File: src/rtl/mem_arbiter_if.sv
// Core-side request ports and byte-wide memory port for the two-core memory arbiter.
interface mem_arbiter_if #(
  parameter int ADDR_L = 32,
  parameter int DATA_L = 32
);
  logic              if_re;
  logic [ADDR_L-1:0] if_addr;
  logic [1:0]        if_len;
  logic [DATA_L-1:0] if_rdata;
  logic              if_done;

  logic              ma_re;
  logic              ma_we;
  logic [ADDR_L-1:0] ma_addr;
  logic [1:0]        ma_len;
  logic [DATA_L-1:0] ma_wdata;
  logic [DATA_L-1:0] ma_rdata;
  logic              ma_done;

  logic [ADDR_L-1:0] mem_addr;
  logic              mem_wr;
  logic [7:0]        mem_dout;
  logic [7:0]        mem_din;

  modport slave (
    input  if_re, if_addr, if_len,
    output if_rdata, if_done,
    input  ma_re, ma_we, ma_addr, ma_len, ma_wdata,
    output ma_rdata, ma_done,
    output mem_addr, mem_wr, mem_dout,
    input  mem_din
  );

  modport master (
    output if_re, if_addr, if_len,
    input  if_rdata, if_done,
    output ma_re, ma_we, ma_addr, ma_len, ma_wdata,
    input  ma_rdata, ma_done,
    input  mem_addr, mem_wr, mem_dout,
    output mem_din
  );
endinterface

File: src/rtl/mem_arbiter.sv
// Fixed-priority arbiter serialising fetch and data-port accesses of 1/2/4 bytes
// onto a byte-wide memory with one-cycle read latency.
module mem_arbiter #(
  parameter int ADDR_L = 32,
  parameter int DATA_L = 32
) (
  input logic          clk,
  input logic          rst,
  mem_arbiter_if.slave bus
);

  typedef enum logic [1:0] {IDLE, XFER, LAST, ACK} state_t;

  state_t            state;
  logic [1:0]        k;
  logic [1:0]        last_idx;
  logic              sel_ma;
  logic              op_wr;
  logic [ADDR_L-1:0] addr_lat;
  logic [DATA_L-1:0] wdata_lat;
  logic [DATA_L-1:0] rbuf;

  logic              req_any;
  logic              gnt_ma;
  logic              gnt_wr;
  logic [ADDR_L-1:0] gnt_addr;
  logic [1:0]        gnt_len;

  function automatic logic [1:0] len_to_last(input logic [1:0] len);
    case (len)
      2'b00:   return 2'd0;
      2'b01:   return 2'd1;
      default: return 2'd3;
    endcase
  endfunction

  function automatic logic [7:0] byte_of(input logic [DATA_L-1:0] w, input logic [1:0] idx);
    logic [7:0] b;
    b = 8'h00;
    for (int i = 0; i < 4; i++)
      if (idx == i[1:0]) b = w[8*i +: 8];
    return b;
  endfunction

  function automatic logic [DATA_L-1:0] put_byte(input logic [DATA_L-1:0] acc,
                                                 input logic [7:0] b,
                                                 input logic [1:0] idx);
    logic [DATA_L-1:0] r;
    r = acc;
    for (int i = 0; i < 4; i++)
      if (idx == i[1:0]) r[8*i +: 8] = b;
    return r;
  endfunction

  // A simultaneous ma_we/ma_re resolves to a write because gnt_wr only looks at ma_we.
  always_comb begin
    gnt_ma   = bus.ma_we | bus.ma_re;
    gnt_wr   = bus.ma_we;
    req_any  = gnt_ma | bus.if_re;
    gnt_addr = gnt_ma ? bus.ma_addr : bus.if_addr;
    gnt_len  = gnt_ma ? bus.ma_len : bus.if_len;
  end

  // Holding registers: reloaded at every grant, so they carry no reset.
  always_ff @(posedge clk) begin
    if (state == IDLE && req_any) begin
      addr_lat  <= gnt_addr;
      wdata_lat <= bus.ma_wdata;
      rbuf      <= '0;
    end else if (state == XFER && !op_wr && k != 2'd0) begin
      rbuf <= put_byte(rbuf, bus.mem_din, k - 2'd1);
    end
  end

  always_ff @(posedge clk or posedge rst) begin
    if (rst) begin
      state        <= IDLE;
      k            <= 2'd0;
      last_idx     <= 2'd0;
      sel_ma       <= 1'b0;
      op_wr        <= 1'b0;
      bus.mem_addr <= '0;
      bus.mem_wr   <= 1'b0;
      bus.mem_dout <= 8'h00;
      bus.if_done  <= 1'b0;
      bus.ma_done  <= 1'b0;
      bus.if_rdata <= '0;
      bus.ma_rdata <= '0;
    end else begin
      case (state)
        IDLE: begin
          if (req_any) begin
            sel_ma       <= gnt_ma;
            op_wr        <= gnt_wr;
            last_idx     <= len_to_last(gnt_len);
            k            <= 2'd0;
            bus.mem_addr <= gnt_addr;
            bus.mem_wr   <= gnt_wr;
            if (gnt_wr) bus.mem_dout <= bus.ma_wdata[7:0];
            state        <= XFER;
          end
        end
        XFER: begin
          k <= k + 2'd1;
          if (k == last_idx) begin
            bus.mem_wr <= 1'b0;
            if (op_wr) begin
              if (sel_ma) bus.ma_done <= 1'b1;
              else        bus.if_done <= 1'b1;
              state <= ACK;
            end else begin
              state <= LAST;
            end
          end else begin
            bus.mem_addr <= addr_lat + ADDR_L'(k + 2'd1);
            if (op_wr) bus.mem_dout <= byte_of(wdata_lat, k + 2'd1);
          end
        end
        LAST: begin
          // The final read byte arrives here and is merged straight into the port register.
          if (sel_ma) begin
            bus.ma_rdata <= put_byte(rbuf, bus.mem_din, last_idx);
            bus.ma_done  <= 1'b1;
          end else begin
            bus.if_rdata <= put_byte(rbuf, bus.mem_din, last_idx);
            bus.if_done  <= 1'b1;
          end
          state <= ACK;
        end
        ACK: begin
          bus.if_done <= 1'b0;
          bus.ma_done <= 1'b0;
          state       <= IDLE;
        end
        default: state <= IDLE;
      endcase
    end
  end

endmodule

File: src/flat_wrapper.sv
// flat-port wrapper written by rule: the top's interface ports become plain ports
module mem_arbiter_flat 
#(
  parameter int ADDR_L = 32,
  parameter int DATA_L = 32
)
  (clk, rst, bus_if_re, bus_if_addr, bus_if_len, bus_if_rdata, bus_if_done, bus_ma_re, bus_ma_we, bus_ma_addr, bus_ma_len, bus_ma_wdata, bus_ma_rdata, bus_ma_done, bus_mem_addr, bus_mem_wr, bus_mem_dout, bus_mem_din);
  mem_arbiter_if #(.ADDR_L(ADDR_L), .DATA_L(DATA_L)) bus_i ();
  input logic clk;
  input logic rst;
  input wire logic [$bits(bus_i.if_re)-1:0] bus_if_re;
  input wire logic [$bits(bus_i.if_addr)-1:0] bus_if_addr;
  input wire logic [$bits(bus_i.if_len)-1:0] bus_if_len;
  output wire logic [$bits(bus_i.if_rdata)-1:0] bus_if_rdata;
  output wire logic [$bits(bus_i.if_done)-1:0] bus_if_done;
  input wire logic [$bits(bus_i.ma_re)-1:0] bus_ma_re;
  input wire logic [$bits(bus_i.ma_we)-1:0] bus_ma_we;
  input wire logic [$bits(bus_i.ma_addr)-1:0] bus_ma_addr;
  input wire logic [$bits(bus_i.ma_len)-1:0] bus_ma_len;
  input wire logic [$bits(bus_i.ma_wdata)-1:0] bus_ma_wdata;
  output wire logic [$bits(bus_i.ma_rdata)-1:0] bus_ma_rdata;
  output wire logic [$bits(bus_i.ma_done)-1:0] bus_ma_done;
  output wire logic [$bits(bus_i.mem_addr)-1:0] bus_mem_addr;
  output wire logic [$bits(bus_i.mem_wr)-1:0] bus_mem_wr;
  output wire logic [$bits(bus_i.mem_dout)-1:0] bus_mem_dout;
  input wire logic [$bits(bus_i.mem_din)-1:0] bus_mem_din;
  assign bus_i.if_re = bus_if_re;
  assign bus_i.if_addr = bus_if_addr;
  assign bus_i.if_len = bus_if_len;
  assign bus_if_rdata = bus_i.if_rdata;
  assign bus_if_done = bus_i.if_done;
  assign bus_i.ma_re = bus_ma_re;
  assign bus_i.ma_we = bus_ma_we;
  assign bus_i.ma_addr = bus_ma_addr;
  assign bus_i.ma_len = bus_ma_len;
  assign bus_i.ma_wdata = bus_ma_wdata;
  assign bus_ma_rdata = bus_i.ma_rdata;
  assign bus_ma_done = bus_i.ma_done;
  assign bus_mem_addr = bus_i.mem_addr;
  assign bus_mem_wr = bus_i.mem_wr;
  assign bus_mem_dout = bus_i.mem_dout;
  assign bus_i.mem_din = bus_mem_din;
  mem_arbiter #(.ADDR_L(ADDR_L), .DATA_L(DATA_L)) u_core (.clk(clk), .rst(rst), .bus(bus_i));
endmodule
File: config.mk
export PLATFORM = sky130hd
export DESIGN_NAME = mem_arbiter_flat
export DESIGN_NICKNAME = d
export VERILOG_FILES = /design/src/rtl/mem_arbiter_if.sv /design/src/rtl/mem_arbiter.sv /design/src/flat_wrapper.sv
export SDC_FILE = /design/constraint.sdc
export NUM_CORES = 1
export LEC_CHECK = 0
export BUFFER_PORTS_ARGS = -buffer_cell sky130_fd_sc_hd__buf_4
export CAP_MARGIN = 10
export CORE_ASPECT_RATIO = 0.75
export CORE_UTILIZATION = 54
export CTS_CLUSTER_DIAMETER = 100
export DETAILED_ROUTE_END_ITERATION = 7
export PLACE_DENSITY = 0.8
export SLEW_MARGIN = 20
export SYNTH_ARGS = -nofsm -noshare
export SYNTH_HDL_FRONTEND = slang
export SYNTH_SLANG_ARGS = --single-unit
File: constraint.sdc
create_clock -name clk -period 4.05 [get_ports clk]
set_input_delay 0.405 -clock clk [delete_from_list [all_inputs] [get_ports clk]]
set_output_delay 0.405 -clock clk [all_outputs]
set_load 0.01 [all_outputs]
==> results.txt <==
- Status: complete, no violations
- The mapped netlist covers around 0.0095 sq mm.
- Overflow left after global routing: 0
- On the critical path, the stage with the largest delay is an instance of sky130_fd_sc_hd__o2111a_1.
* Number of nets with antenna violations after routing: 0
* Net count reported at finish: 1225
* Clock Path Buffers: 3
- # Post-CTS Setup Buffers: 0
* Starting DRT DRC Count: 551
- I/O pin cnt: 220
* Total power: 9.32 mW
- Row generation in the floorplan step produced 41 rows.
- The worst register-to-register path begins at u_core.k[0].
- Area share of the leading cell type in the synthesized netlist: a little under a third
- Critical Path Most Common Cell: sky130_fd_sc_hd__inv_1
- TritonCTS clock tree: done
* Num CTS Buffers: 21
* Worst setup path category: reg -> reg
- Dividing the synthesized area by the synthesized cell count gives roughly 11 sq um.
- Worst path cell trace: inv_1 > ha_1 > inv_1 > fa_1 > and2b_1 > o2111a_1 > nand3_1 > or3_1 > a22o_1
- Routed vias/inst: between 5 and 6
* Yosys warns: 0
* Max Clock Freq: roughly 320 MHz
- Worst min-delay path category: in -> async
- Post-Synth XOR/XNOR Area: 2.11%
- Across the routed clock network, the largest skew measured is 16.1 ps.
* Remaining max-slew budget at the tightest pin: between 30% and 40%
* Proportion of register bits with asynchronous set or reset after synthesis: a little over half
- Vertical extent of the die: about 120 um
* Final Slew Violations: 0
* Filler cells: around 1.3k
- In this run, the combinational gates consume about two fifths of the power.
* Weighted congestion reported at the end of routability-driven placement: 0.839
- STA classifies the critical path startpoint as a register.
* Register area share after synthesis: between 50% and 60%
- Count of cell types in the netlist: roughly 70
* Area enclosed by the die boundary: ~0.018 sq mm
- In the synthesized netlist the dominant register cell turns out to be sky130_fd_sc_hd__dfrtp_1.
- Routed vias: 7621
- The final hold violation count came to 0.
- Final critical-path share of the clock period: between 70% and 80%
* Starting density of the core: a little under three fifths
- Share of total power in sequential cells: 38.8%
- Counting cells, the worst reg-to-reg path comes to 9.
* Arrival time worst endpoint: 3470 ps
* Clock sink count: ~210
- Number of diodes added for antenna fixing: 0
* Cell family contributing the most delay on the critical path: adder cells
- For this run, design rule violations remaining after detail routing come to 0.
- Multiplexer share of the synthesized area: under 10%
- Via count of the first global-routing pass: 7095
- Clock tree synthesis selected as its root buffer the cell sky130_fd_sc_hd__clkbuf_16.
- Slowest cell delay on critical path: roughly 490 ps
- The initial antenna violation count was 0.
* Gr usage total: between 20% and 30%
* Area occupied by multi-input gates: about 0.0038 sq mm
* Layout cell share with drive strength beyond 1: ~28%
- Element type at the critical path end: register
- Setup slack of the worst register-to-register path: approximately 960 ps
* Cell taking the most area after synthesis: sky130_fd_sc_hd__dfrtp_1
- The number of nets in the synthesized netlist is slightly above 1k.
- Finished Layout Cells: about 1.3k
- Share of total power in the clock network: between 20% and 30%
- Required time reported for the critical path endpoint: ~4400 ps
* Final wirelength: 23.9 mm
- Most frequent cell after synthesis: sky130_fd_sc_hd__nand2_1
- The cell count after synthesis came out at 904.
* Number of synthesized flops with an enable pin: 64
- Across the run, the number of max-cap violations was 0.
- First-pass GRT wire length: roughly 38 mm
* Estimated wirelength of the detail-placed design: roughly 17 mm
* Maximum vdd drop: 0.406 mV
* Leading post-synthesis cells by instance count: sky130_fd_sc_hd__nand2_1, sky130_fd_sc_hd__dfrtp_1, sky130_fd_sc_hd__a21oi_1
* Power per standard cell area: 779 mW/mm^2
- In this run, post-CTS hold repair placed 0 buffers.
- Maximum fanout encountered on the critical timing path: 10
- Number of endpoints failing setup at the final stage: 0
- Die W: about 160 um
- Clk_lat worst skew: approximately 490 ps
- Buffers added on ports: about 220
- Net switching is 37.7% of the power.
* Ranking of synthesized cells by area: sky130_fd_sc_hd__dfrtp_1, sky130_fd_sc_hd__edfxtp_1, sky130_fd_sc_hd__dfxtp_1, sky130_fd_sc_hd__nand2_1, sky130_fd_sc_hd__mux2i_1
* Number of gates resized after CTS: 0
* Clk slew on worst S/H paths: roughly 60 ps
- After Yosys synthesis, and, or, nand and nor cells account for 13.4% of the synthesized area.
- The first detailed-routing pass ran for 5 iterations.
* Average wire per cell in the routed design: around 18 um
- Core region area: 0.0170 sq mm
- FF+latch count, synth: approximately 210
* Post-synthesis to final-layout area growth: 25.6%
* Compound-cell area share of the yosys netlist: 13.9%
- Setup repair after global routing left no endpoint under its margin.
- Maximum number of pins on one net before global-route repair: 65
* Worst-margin pin slew: a little over 1000 ps
- TNS Setup: 0 ps
- Worst Hold Slack: around 44 ps
* Htree depth: 1
- Net switching power figure: between 3 and 4 mW
- Leakage dissipation: approximately 5.1 nW
* Adder-cell share of the synthesized area: under 10%
- Together, buffers and inverters on the worst path number 2.
- Combinational family with the most area after synthesis: compound AO/OA/AOI/OAI gates
- Terminus of the critical flop-to-flop path: u_core.bus.mem_addr[16]
* Share of the core filled with cells in the final layout: 70.3%
- Across the whole layout, storage elements account for 0.00544 sq mm.
- Cell-internal power: ~5.8 mW
- Post-route minimum period: slightly above 3000 ps
- The number of placed instances, taps included, is 1309.
[through the flow]
stage	setup WS, ps	instance area, sq um
final	958	12000
after floorplan	601	9530
after global placement	1160	11300
after CTS	958	12000
after detailed placement	993	11300
after global routing	749	12000
[cells by family (layout without fill, tap and decap cells)]
logic type / Yosys count / count (layout)
adders and majority gates: 16 / 16
DFF: 211 / 211
and+or+nand+nor: 287 / 287
buffers and inverters: 74 / 279
AOI/OAI and AO/OA: 219 / 219
muxes: 74 / 74
xor gates and xnor gates: 23 / 23
[sequential cells by signal, indices dropped and copies added (netlist names), 8 cells and up]
| signal | flops |
|---|---|
| u_core.addr_lat | 32 |
| u_core.bus.if_rdata | 32 |
| u_core.bus.ma_rdata | 32 |
| u_core.bus.mem_addr | 32 |
| u_core.rbuf | 32 |
| u_core.wdata_lat | 32 |
| u_core.bus.mem_dout | 8 |
[final cells by class]
| cell class | count | area share (%) |
|---|---|---|
| Timing Repair Buffer | 227 | 14.2 |
| Clock inverter | 1 | 0.0418 |
| Inverter | 16 | 0.533 |
| Sequential cell | 211 | 45.4 |
| Clock buffer | 35 | 5.42 |
| Multi-Input combinational cell | 619 | 31.8 |
| Tap cell | 236 | 2.47 |
[cell usage in the layout, fill, tap and decap left out, types with 4 or more instances in the layout]
| cell | netlist | layout |
|---|---|---|
| sky130_fd_sc_hd__buf_4 | 1 | 227 |
| sky130_fd_sc_hd__nand2_1 | 160 | 159 |
| sky130_fd_sc_hd__dfrtp_1 | 115 | 115 |
| sky130_fd_sc_hd__a21oi_1 | 75 | 75 |
| sky130_fd_sc_hd__o21ai_0 | 71 | 71 |
| sky130_fd_sc_hd__edfxtp_1 | 64 | 64 |
| sky130_fd_sc_hd__nor2_1 | 50 | 50 |
| sky130_fd_sc_hd__mux2i_1 | 42 | 42 |
| sky130_fd_sc_hd__dfxtp_1 | 32 | 32 |
| sky130_fd_sc_hd__mux2_2 | 31 | 31 |
| sky130_fd_sc_hd__clkbuf_16 | 0 | 22 |
| sky130_fd_sc_hd__nand4_1 | 14 | 14 |
| sky130_fd_sc_hd__ha_1 | 15 | 14 |
| sky130_fd_sc_hd__inv_1 | 15 | 13 |
| sky130_fd_sc_hd__nand3_1 | 13 | 13 |
| sky130_fd_sc_hd__xnor2_1 | 12 | 12 |
| sky130_fd_sc_hd__xor2_1 | 11 | 11 |
| sky130_fd_sc_hd__nor3_1 | 10 | 10 |
| sky130_fd_sc_hd__o21ai_1 | 9 | 9 |
| sky130_fd_sc_hd__nor2b_1 | 8 | 8 |
| sky130_fd_sc_hd__a22oi_1 | 8 | 8 |
| sky130_fd_sc_hd__clkbuf_1 | 39 | 8 |
| sky130_fd_sc_hd__a221oi_1 | 7 | 7 |
| sky130_fd_sc_hd__o311ai_0 | 7 | 7 |
| sky130_fd_sc_hd__and3_1 | 6 | 6 |
| sky130_fd_sc_hd__a31oi_1 | 5 | 5 |
| sky130_fd_sc_hd__and2_1 | 6 | 5 |
| sky130_fd_sc_hd__clkbuf_8 | 0 | 5 |
| sky130_fd_sc_hd__a22o_1 | 4 | 4 |
[power by group through the flow]
stage,Combinational (mW),Clock [mW],Sequential (mW)
2_1_floorplan,2.18,0,3.75
3_3_place_gp,3.75,0,3.61
3_5_place_dp,3.85,0,3.63
4_1_cts,3.87,1.89,3.61
5_1_grt,4.27,1.97,3.70
6_report,3.84,1.86,3.62
[worst reg2reg max path, stage by stage, from the launching register on]
cell	delay, ps
sky130_fd_sc_hd__dfrtp_1	460
sky130_fd_sc_hd__inv_1	180
sky130_fd_sc_hd__ha_1	360
sky130_fd_sc_hd__inv_1	70
sky130_fd_sc_hd__fa_1	430
sky130_fd_sc_hd__and2b_1	290
sky130_fd_sc_hd__o2111a_1	490
sky130_fd_sc_hd__nand3_1	160
sky130_fd_sc_hd__or3_1	320
sky130_fd_sc_hd__a22o_1	200
[worst max path at each step]
stage	startpoint	end	slack (ps)	cells past startpoint
5_1_grt	u_core.k[0]	u_core.bus.mem_addr[16]	750	9
3_5_place_dp	u_core.k[0]	u_core.bus.mem_addr[16]	990	9
6_report	u_core.k[0]	u_core.bus.mem_addr[16]	960	9
2_1_floorplan	rst	u_core.bus.if_done	600	1
4_1_cts	u_core.k[0]	u_core.bus.mem_addr[16]	960	9
3_3_place_gp	u_core.k[0]	u_core.bus.mem_addr[16]	1160	9
[layer usage]
metal / vias to the layer above / GRT usage, % / share of wire [%]
met2: 313 / 40.5 / 45
met4: 0 / 6.41 / 1.8
met3: 39 / 4.79 / 8.1
met1: 3675 / 39.2 / 46
li1: 3594 / - / -
met5: - / 0 / 0
(Power assumes the default switching activity.)
